--- config.mk ---
export PLATFORM = sky130hd
export DESIGN_NAME = fetch_stage
export DESIGN_NICKNAME = d
export VERILOG_FILES = /design/src/rtl/riscv_pkg.sv /design/src/rtl/fetch_fifo.sv /design/src/rtl/fetch_stage.sv
export SDC_FILE = /design/constraint.sdc
export NUM_CORES = 1
export LEC_CHECK = 0
export ABC_CLOCK_PERIOD_IN_PS = 9400
export CAP_MARGIN = 20
export CORE_ASPECT_RATIO = 0.7
export CORE_MARGIN = 4
export CORE_UTILIZATION = 50
export DETAILED_ROUTE_END_ITERATION = 16
export PLACE_DENSITY_LB_ADDON = 0.15
export REMOVE_ABC_BUFFERS = 1
export SYNTH_ARGS = -nofsm -noshare
export SYNTH_HDL_FRONTEND = slang
export SYNTH_HIERARCHICAL = 1
export SYNTH_SLANG_ARGS = --single-unit
--- constraint.sdc ---
create_clock -name clk -period 9.4 [get_ports clk]
set_clock_uncertainty 0.2 [all_clocks]
set_input_delay 0.94 -clock clk [delete_from_list [all_inputs] [get_ports clk]]
set_output_delay 0.94 -clock clk [all_outputs]
set_load 0.02 [all_outputs]
--- src/rtl/riscv_pkg.sv ---
// Shared RISC-V front-end definitions: data widths, NOP encoding, the fetch
// FSM state encoding and the pc/instruction buffer entry.
package riscv_pkg;

   localparam int XLEN = 32;
   localparam int ILEN = 32;

   localparam logic [ILEN-1:0] NOP_INSTR = 32'h0000_0013;

   typedef enum logic [1:0] {
      FS_IDLE  = 2'd0,
      FS_FETCH = 2'd1,
      FS_FAULT = 2'd2
   } fetch_state_e;

   typedef struct packed {
      logic [XLEN-1:0] pc;
      logic [ILEN-1:0] instr;
   } fetch_entry_t;

endpackage

--- src/rtl/fetch_fifo.sv ---
// Small circular buffer holding fetched pc/instruction pairs until decode
// takes them. Flush dominates a same-cycle push; push on full needs a pop.
module fetch_fifo #(
   parameter int DEPTH = 2,
   parameter int WIDTH = 64,
   parameter int CW    = $clog2(DEPTH + 1)
) (
   input  logic             clk,
   input  logic             reset,
   input  logic             push,
   input  logic             pop,
   input  logic             flush,
   input  logic [WIDTH-1:0] din,
   output logic [WIDTH-1:0] dout,
   output logic             full,
   output logic             empty,
   output logic [CW-1:0]    count
);

   localparam int PW = (DEPTH > 1) ? $clog2(DEPTH) : 1;

   logic [DEPTH-1:0][WIDTH-1:0] mem_q;
   logic [PW-1:0]               rd_q, rd_d, wr_q, wr_d;
   logic [CW-1:0]               cnt_q, cnt_d;
   logic                        do_push, do_pop;

   function automatic logic [PW-1:0] wrap_inc(input logic [PW-1:0] p);
      return (p == PW'(DEPTH - 1)) ? '0 : p + PW'(1);
   endfunction

   assign full    = (cnt_q == CW'(DEPTH));
   assign empty   = (cnt_q == '0);
   assign count   = cnt_q;
   assign dout    = mem_q[rd_q];
   assign do_pop  = pop && !empty;
   assign do_push = push && (!full || do_pop);

   always_comb begin
      rd_d  = do_pop  ? wrap_inc(rd_q) : rd_q;
      wr_d  = do_push ? wrap_inc(wr_q) : wr_q;
      cnt_d = cnt_q;
      if (do_push && !do_pop)
         cnt_d = cnt_q + CW'(1);
      else if (!do_push && do_pop)
         cnt_d = cnt_q - CW'(1);
   end

   always_ff @(posedge clk) begin
      if (reset || flush) begin
         rd_q  <= '0;
         wr_q  <= '0;
         cnt_q <= '0;
      end else begin
         rd_q  <= rd_d;
         wr_q  <= wr_d;
         cnt_q <= cnt_d;
      end
   end

   // Storage needs no reset: entries are only visible while counted.
   always_ff @(posedge clk) begin
      if (do_push && !flush)
         mem_q[wr_q] <= din;
   end

endmodule

--- src/rtl/fetch_stage.sv ---
// Instruction fetch stage: issues in-order word fetches, buffers responses for
// decode, and squashes in-flight responses after a redirect.
module fetch_stage
   import riscv_pkg::*;
#(
   parameter logic [XLEN-1:0] RESET_PC = 32'h0000_0000,
   parameter int              DEPTH    = 2
) (
   input  logic            clk,
   input  logic            reset,
   output logic            imem_req,
   output logic [XLEN-1:0] imem_addr,
   input  logic            imem_gnt,
   input  logic            imem_rvalid,
   input  logic [ILEN-1:0] imem_rdata,
   input  logic            redirect_valid,
   input  logic [XLEN-1:0] redirect_pc,
   output logic            if_valid,
   input  logic            if_ready,
   output logic [XLEN-1:0] if_pc,
   output logic [ILEN-1:0] if_instr,
   output logic            fetch_fault
);

   localparam int CW = $clog2(DEPTH + 1);

   fetch_state_e    state_q, state_d;
   logic [XLEN-1:0] pc_q, pc_d;
   logic [CW-1:0]   out_q, out_d;
   logic [CW-1:0]   drop_q, drop_d;

   logic            fire, resp_ok, resp_keep;
   logic            buf_full, buf_empty;
   logic [CW-1:0]   buf_cnt;
   fetch_entry_t    buf_din, buf_head;

   // Outstanding plus buffered bounds the total so every response has a slot.
   assign imem_req  = (state_q == FS_FETCH) && !redirect_valid && !buf_full &&
                      (({1'b0, out_q} + {1'b0, buf_cnt}) < (CW + 1)'(DEPTH));
   assign imem_addr = pc_q;
   assign fire      = imem_req && imem_gnt;

   // A response with nothing outstanding is a protocol error and is ignored.
   assign resp_ok   = imem_rvalid && (out_q != '0);
   assign resp_keep = resp_ok && (drop_q == '0);

   assign buf_din   = '{pc: pc_q - (XLEN'(4) * XLEN'(out_q)), instr: imem_rdata};

   assign if_valid    = !buf_empty && !redirect_valid;
   assign if_pc       = buf_empty ? '0 : buf_head.pc;
   assign if_instr    = buf_empty ? NOP_INSTR : buf_head.instr;
   assign fetch_fault = (state_q == FS_FAULT);

   fetch_fifo #(
      .DEPTH (DEPTH),
      .WIDTH ($bits(fetch_entry_t))
   ) u_fifo (
      .clk   (clk),
      .reset (reset),
      .push  (resp_keep),
      .pop   (if_valid && if_ready),
      .flush (redirect_valid),
      .din   (buf_din),
      .dout  (buf_head),
      .full  (buf_full),
      .empty (buf_empty),
      .count (buf_cnt)
   );

   always_comb begin
      state_d = state_q;
      pc_d    = fire ? pc_q + XLEN'(4) : pc_q;
      out_d   = out_q;
      drop_d  = drop_q;

      if (fire && !resp_ok)
         out_d = out_q + CW'(1);
      else if (!fire && resp_ok)
         out_d = out_q - CW'(1);

      if (resp_ok && (drop_q != '0))
         drop_d = drop_q - CW'(1);

      if (state_q == FS_IDLE)
         state_d = FS_FETCH;

      // No grant is possible here, so out_d already excludes this cycle's response.
      if (redirect_valid) begin
         pc_d    = redirect_pc;
         drop_d  = out_d;
         state_d = (redirect_pc[1:0] != 2'b00) ? FS_FAULT : FS_FETCH;
      end
   end

   always_ff @(posedge clk) begin
      if (reset) begin
         state_q <= FS_IDLE;
         pc_q    <= RESET_PC;
         out_q   <= '0;
         drop_q  <= '0;
      end else begin
         state_q <= state_d;
         pc_q    <= pc_d;
         out_q   <= out_d;
         drop_q  <= drop_d;
      end
   end

endmodule

* After elaboration in Yosys (flattened, before gate mapping)
Index checks and enable logic that the tools add are counted.
** Storage, ports and cells
- Register bits after elaboration :: 170
- Output and inout port bits :: 99
- Logic and storage cells :: 82
** Cells by class
- Muxes and demuxes :: 20
- Add/sub/neg operators :: 10
- Equal/unequal tests :: 3
- Reduce and logical (&&, ||, !) cells :: 36
- $lt $le $gt $ge :: 4
** Operators with widths (count)
- 2-to-1 mux 64 bit :: 3
- bitwise mux 128 bit :: 1
- 2-to-1 mux 32 bit :: 4
- demux 64 bit (select 1 bit) :: 1
- adder 32 x 3 -> 32 bit (second input constant) :: 1
- subtractor 32 x 4 -> 32 bit :: 1
- 2-to-1 mux 2 bit :: 9
- logical AND 1 bit :: 17
- nonzero test 2 bit :: 7
- zero test 1 bit :: 7
- zero test 2 bit :: 3
- subtractor 2 x 1 -> 2 bit (second input constant) :: 3
- adder 2 x 1 -> 2 bit (second input constant) :: 2
- equality test 2 bit (second input constant) :: 2
- less-than comparator 1 x 2 -> 1 bit (second input constant) :: 2
- adder 2 x 2 -> 3 bit :: 1
- less-than comparator 3 x 2 -> 1 bit (second input constant) :: 1
- adder 1 bit (second input constant) :: 2
- equality test 2 x 1 -> 1 bit (second input constant) :: 1
- logical OR 1 bit :: 2
- 2-to-1 mux 1 bit :: 2
- >= comparator 1 bit (second input constant) :: 1

* Depth between registers and ports, before layout
- Depth after elaboration :: 11
- Depth in mapped cells :: 10

* By module
The synthesis kept the hierarchy.
** By module, submodules not included
- fetch_fifo :: area an instance 4848.4 um2, sequential area each 3923.8 um2, instances 1, cells an instance 224
- fetch_stage :: area an instance 3328.2 um2, sequential area each 760.7 um2, instances 1, cells an instance 456

* Worst setup path after synthesis
Ideal clock, no wire load.
- Kind :: input to register
- Start point :: in redirect_valid
- End point :: reg u_fifo/mem_q[100] in the netlist's numbering, enable pin
- Path buffers :: 2
- Stages :: 6
- Required time :: 8.621 ns
- Arrival :: 6.603 ns
- Slack :: 2.018 ns
- Cells stage by stage :: clkbuf_1 -> clkbuf_1 -> nor2_1 -> and2_1 -> o21ai_2 -> nor3b_1
** On the way
- Word-level cells in the longest chain between the ends :: 7
** RTL lines
- start: declaration :: RTL line fetch_stage.sv:16 : input logic redirect_valid,
- zero test 1 bit :: RTL line fetch_stage.sv:49 : assign if_valid = !buf_empty && !redirect_valid;
- logical AND 1 bit :: RTL line fetch_stage.sv:49
- named net if_valid :: RTL line fetch_stage.sv:18 : output logic if_valid,
- logical AND 1 bit :: RTL line fetch_stage.sv:61 : .pop (if_valid && if_ready),
- logical AND 1 bit :: RTL line fetch_fifo.sv:35 : assign do_pop = pop && !empty;
- logical OR 1 bit :: RTL line fetch_fifo.sv:36 : assign do_push = push && (!full || do_pop);
- logical AND 1 bit :: RTL line fetch_fifo.sv:36
- logical AND 1 bit :: RTL line fetch_fifo.sv:62 : if (do_push && !flush)
- end signal: indexed assignment :: RTL line fetch_fifo.sv:63 : mem_q[wr_q] <= din;
- end: declaration :: RTL line fetch_fifo.sv:22 : logic [DEPTH-1:0][WIDTH-1:0] mem_q;
The timed path passes the listed nets, and every way through them passes these cells.
A chain may end at the register's enable or synchronous reset.

* Worst setup path in the final report
- Start point :: reg u_fifo.cnt_q[0] (netlist: u_fifo/count[0])
- End point :: out imem_req
** On the way
- Word-level cells in the longest chain between the ends :: 4
** RTL lines
- start: declaration :: RTL line fetch_fifo.sv:24 : logic [CW-1:0] cnt_q, cnt_d;
- start signal: assignment :: RTL line fetch_fifo.sv:56 : cnt_q <= cnt_d;
- branches (longest 3 deep; another with adder 2 x 2 -> 3 bit)
- logical AND 1 bit (*) :: RTL line fetch_stage.sv:38 : assign imem_req = (state_q == FS_FETCH) && !redirect_valid && !buf_full &&
- end: declaration :: RTL line fetch_stage.sv:11 : output logic imem_req,
Every way passes the cells marked *.

==> results.py <==
metrics = {
    "cells_and_area": {
        "fin_area_um2": 10600,
        "drive_above_1_share_pct": 9.04,
        "area_growth_pct": 29.4,
        "utilization_pct": 67.2,
        "n_fill_cell": 1162,
        "nNetsFinal": 906,
        "antenna_cells": 0,
    },
    "grt": {
        "antenna_found_initial": 0,
        "grt_overflow": 0,
        "grt_max_degree": 66,
        "track_usage_pct": 21.1,
        "grt_pass1_vias": 5920,
        "grt_pass1_wl_mm": 30.9,
    },
    "clocking": {
        "post_cts_buffers": 0,
        "cts_hold_buf": 0,
        "path_clk_slew_ns": 0.07,
        "clockRootBuffer": "clkbuf_16",
        "cts-htree-levels": 4,
        "cts_tree": "yes",
        "cts.repair.resized": 0,
        "worstSkewPairLatency_ns": 0.43,
        "numCtsBuffers": 17,
        "cts_buffer_depth": 2,
        "clock-sinks": 170,
    },
    "synthesis": {
        "synth_enable_flop_cells": 128,
        "yosysSeqAreaShare_pct": 57.3,
        "synthCells": 680,
        "synth_common_cells": "edfxtp_1 (128), nor2b_1 (64), mux2_1 (50)",
        "synth_mux_area_share_pct": 9.59,
        "synth_top_family_by_area": "simple AND/OR/NAND/NOR gates",
        "postSynthAreaPerCell_um2": 12.0,
        "synth_area_leaders": "edfxtp_1 (47%), dfxtp_1 (10%), mux2_1 (6.9%)",
        "synth_fa_ha_area_share_pct": 1.53,
        "synth-main-ff-cell": "edfxtp_1",
        "synth_xor_area_share_pct": 4.06,
        "yosysTopAreaCellShare_pct": 47.0,
        "yosysMostFrequentCell": "edfxtp_1",
        "synth_compound_area_share_pct": 6.47,
        "synth_cell_types": 62,
        "ys.warnings.count": 6,
        "synthArstFlopShare_pct": 0,
        "synthSimpleGateAreaFrac_pct": 17.3,
        "ys_seq_elements": 170,
        "yosys.area.top_type": "edfxtp_1",
        "synth_area_um2": 8180,
    },
    "setup_path": {
        "end_kind": "output port",
        "ff2ff_path_depth": 7,
        "arrival_ns": 2.99,
        "worstPathRequired_ns": 8.26,
        "path_max_fanout": 6,
        "r2r_start": "u_fifo/count[0]",
        "rr_endpoint": "drop_q[1]",
        "r2r_slack_ns": 5.95,
        "critPathLaunchType": "flip-flop",
        "crit_type": "reg -> out",
    },
    "timing": {
        "hold_violations": 0,
        "rsz0062_at_grt": "no",
        "slew_viol_final": 0,
        "worst_pin_slew_ns": 0.969,
        "min_period_ns": 4.13,
        "finalSetupTns_ns": 0,
        "setup_viol": 0,
        "max_slew_margin_pct": 35.4,
        "fin_hold_ws_ns": 0.302,
        "period_share_pct": 43.9,
        "fmax_ghz": 0.242,
    },
    "floorplanning": {
        "die-width_um": 161,
        "die_area_um2": 18500,
        "die_y_um": 115,
        "core_um2": 15700,
        "start_util_pct": 52.0,
        "io_pins": 169,
        "num_rows": 38,
    },
    "routing": {
        "ant_nets": 0,
        "first_pass_iters": 5,
        "vias_per_cell": 5.50,
        "drc": 0,
        "avgRoutedWirePerCell_um": 18.2,
        "dr.first_iter.drc_count": 379,
        "wirelength_mm": 19.3,
        "dr_total_vias": 5832,
    },
    "run_status": {
        "status": "finished, final reports clean",
    },
    "worst_hold_path": {
        "min_to": "u_fifo/mem_q[33]",
        "hp-start": "imem_addr[1]",
        "hp-class": "reg -> reg",
        "worstHoldPathCells": 0,
    },
    "power_and_ir_drop": {
        "p_int_uw": 1480,
        "p_per_area_nw_per_um2": 193,
        "pwr-share-seq_pct": 44.5,
        "p_clk_share_pct": 35.6,
        "p_leak_uw": 0.00357,
        "combPwrFrac_pct": 19.9,
        "p_sw_share_pct": 27.3,
        "vdd_ir_drop_max_mv": 0.107,
        "switchingPower_uw": 556,
    },
    "placement": {
        "io_buffers": 168,
        "dpl-instance-area_um2": 9970,
        "dp_hpwl_mm": 13.1,
        "place.gp.congestion": 0.857,
    },
    "run": {
        "drv_cap": 0,
    },
}
-- cells in the final DEF (no fill, tap or decap), types with 5 or more instances in the layout --
| cell | n |
|---|---|
| nor4_1 | 9 |
| xor2_1 | 20 |
| inv_1 | 19 |
| buf_4 | 7 |
| nor2b_1 | 64 |
| o211ai_1 | 9 |
| or3_1 | 8 |
| edfxtp_1 | 128 |
| nand4_1 | 15 |
| nor2_1 | 33 |
| clkdlybuf4s50_1 | 167 |
| and3_1 | 5 |
| clkbuf_16 | 17 |
| ha_1 | 6 |
| a31oi_1 | 16 |
| inv_6 | 6 |
| dfxtp_1 | 41 |
| and2_1 | 10 |
| or2_2 | 5 |
| mux2_1 | 50 |
| mux2_2 | 17 |
| nand2_1 | 41 |
| o21ai_0 | 11 |
| nand3_1 | 15 |
| nor3_1 | 16 |
| a21oi_1 | 22 |
| xnor2_1 | 16 |
-- sequential cells by signal, indices dropped and copies added (netlist names) --
name          cells
out_q             2
u_fifo/wr_q       1
u_fifo/mem_q    128
u_fifo/count      2
u_fifo/rd_q       1
imem_addr        32
state_q           2
drop_q            2
-- worst max path at each step --
stage | startpoint | to | slack (ns) | cells past startpoint
CTS | u_fifo/count[0] | imem_req | 5.27 | 5
global placement | u_fifo/count[0] | imem_req | 5.78 | 5
detailed placement | u_fifo/count[0] | imem_req | 5.75 | 5
global route | u_fifo/count[0] | imem_req | 5.18 | 5
floorplan | u_fifo/count[0] | u_fifo/mem_q[100] | 2.16 | 5
finish | u_fifo/count[0] | imem_req | 5.27 | 5
-- cells by family after synthesis --
kind of cell | after synthesis
muxes | 70
adders and majority gates | 9
AOI/OAI and AO/OA | 83
buffers and inverters | 65
and+or+nand+nor | 246
xor gates and xnor gates | 37
DFF | 170
-- cell type report --
cell class / count / area [um^2] / share of cell area, %
clock inverters: 14 / 183 / 1.73
multi-input cells: 445 / 3200 / 30.3
repair buffers: 175 / 1730 / 16.3
clock buffers: 18 / 429 / 4.06
inverters: 19 / 71.3 / 0.674
well taps: 220 / 275 / 2.60
flip-flops and latches: 170 / 4690 / 44.3
-- power by group through the flow --
stage	Clock, uW	Combinational [uW]	Sequential [uW]
after floorplan	0	222	928
after global placement	0	396	919
after detailed placement	0	407	922
after CTS	743	409	906
after global routing	773	444	913
final	726	405	906
-- worst max-delay path: stages (launching register included) --
cell,delay [ns]
dfxtp_1,0.48
and2_1,0.19
fa_1,0.44
or4b_2,0.66
nor2_1,0.16
clkdlybuf4s50_1,0.63
-- per-layer routing --
metal  wire length (um)  part of all wire [%]  track usage, %
met5                  0                     0               0
met4                275                   1.4            6.65
met3               1430                   7.4            5.55
met2               8920                    46            34.1
met1               8690                    45            28.4
-- stage by stage --
step,setup slack (ns),instances,total power [uW]
floorplan,2.16,634,1150
CTS,5.27,1061,2060
finish,5.27,1061,2040
detailed placement,5.75,1029,1330
global placement,5.78,1029,1320
global route,5.18,1061,2130
Note: power is estimated with default switching activity, not from simulation.
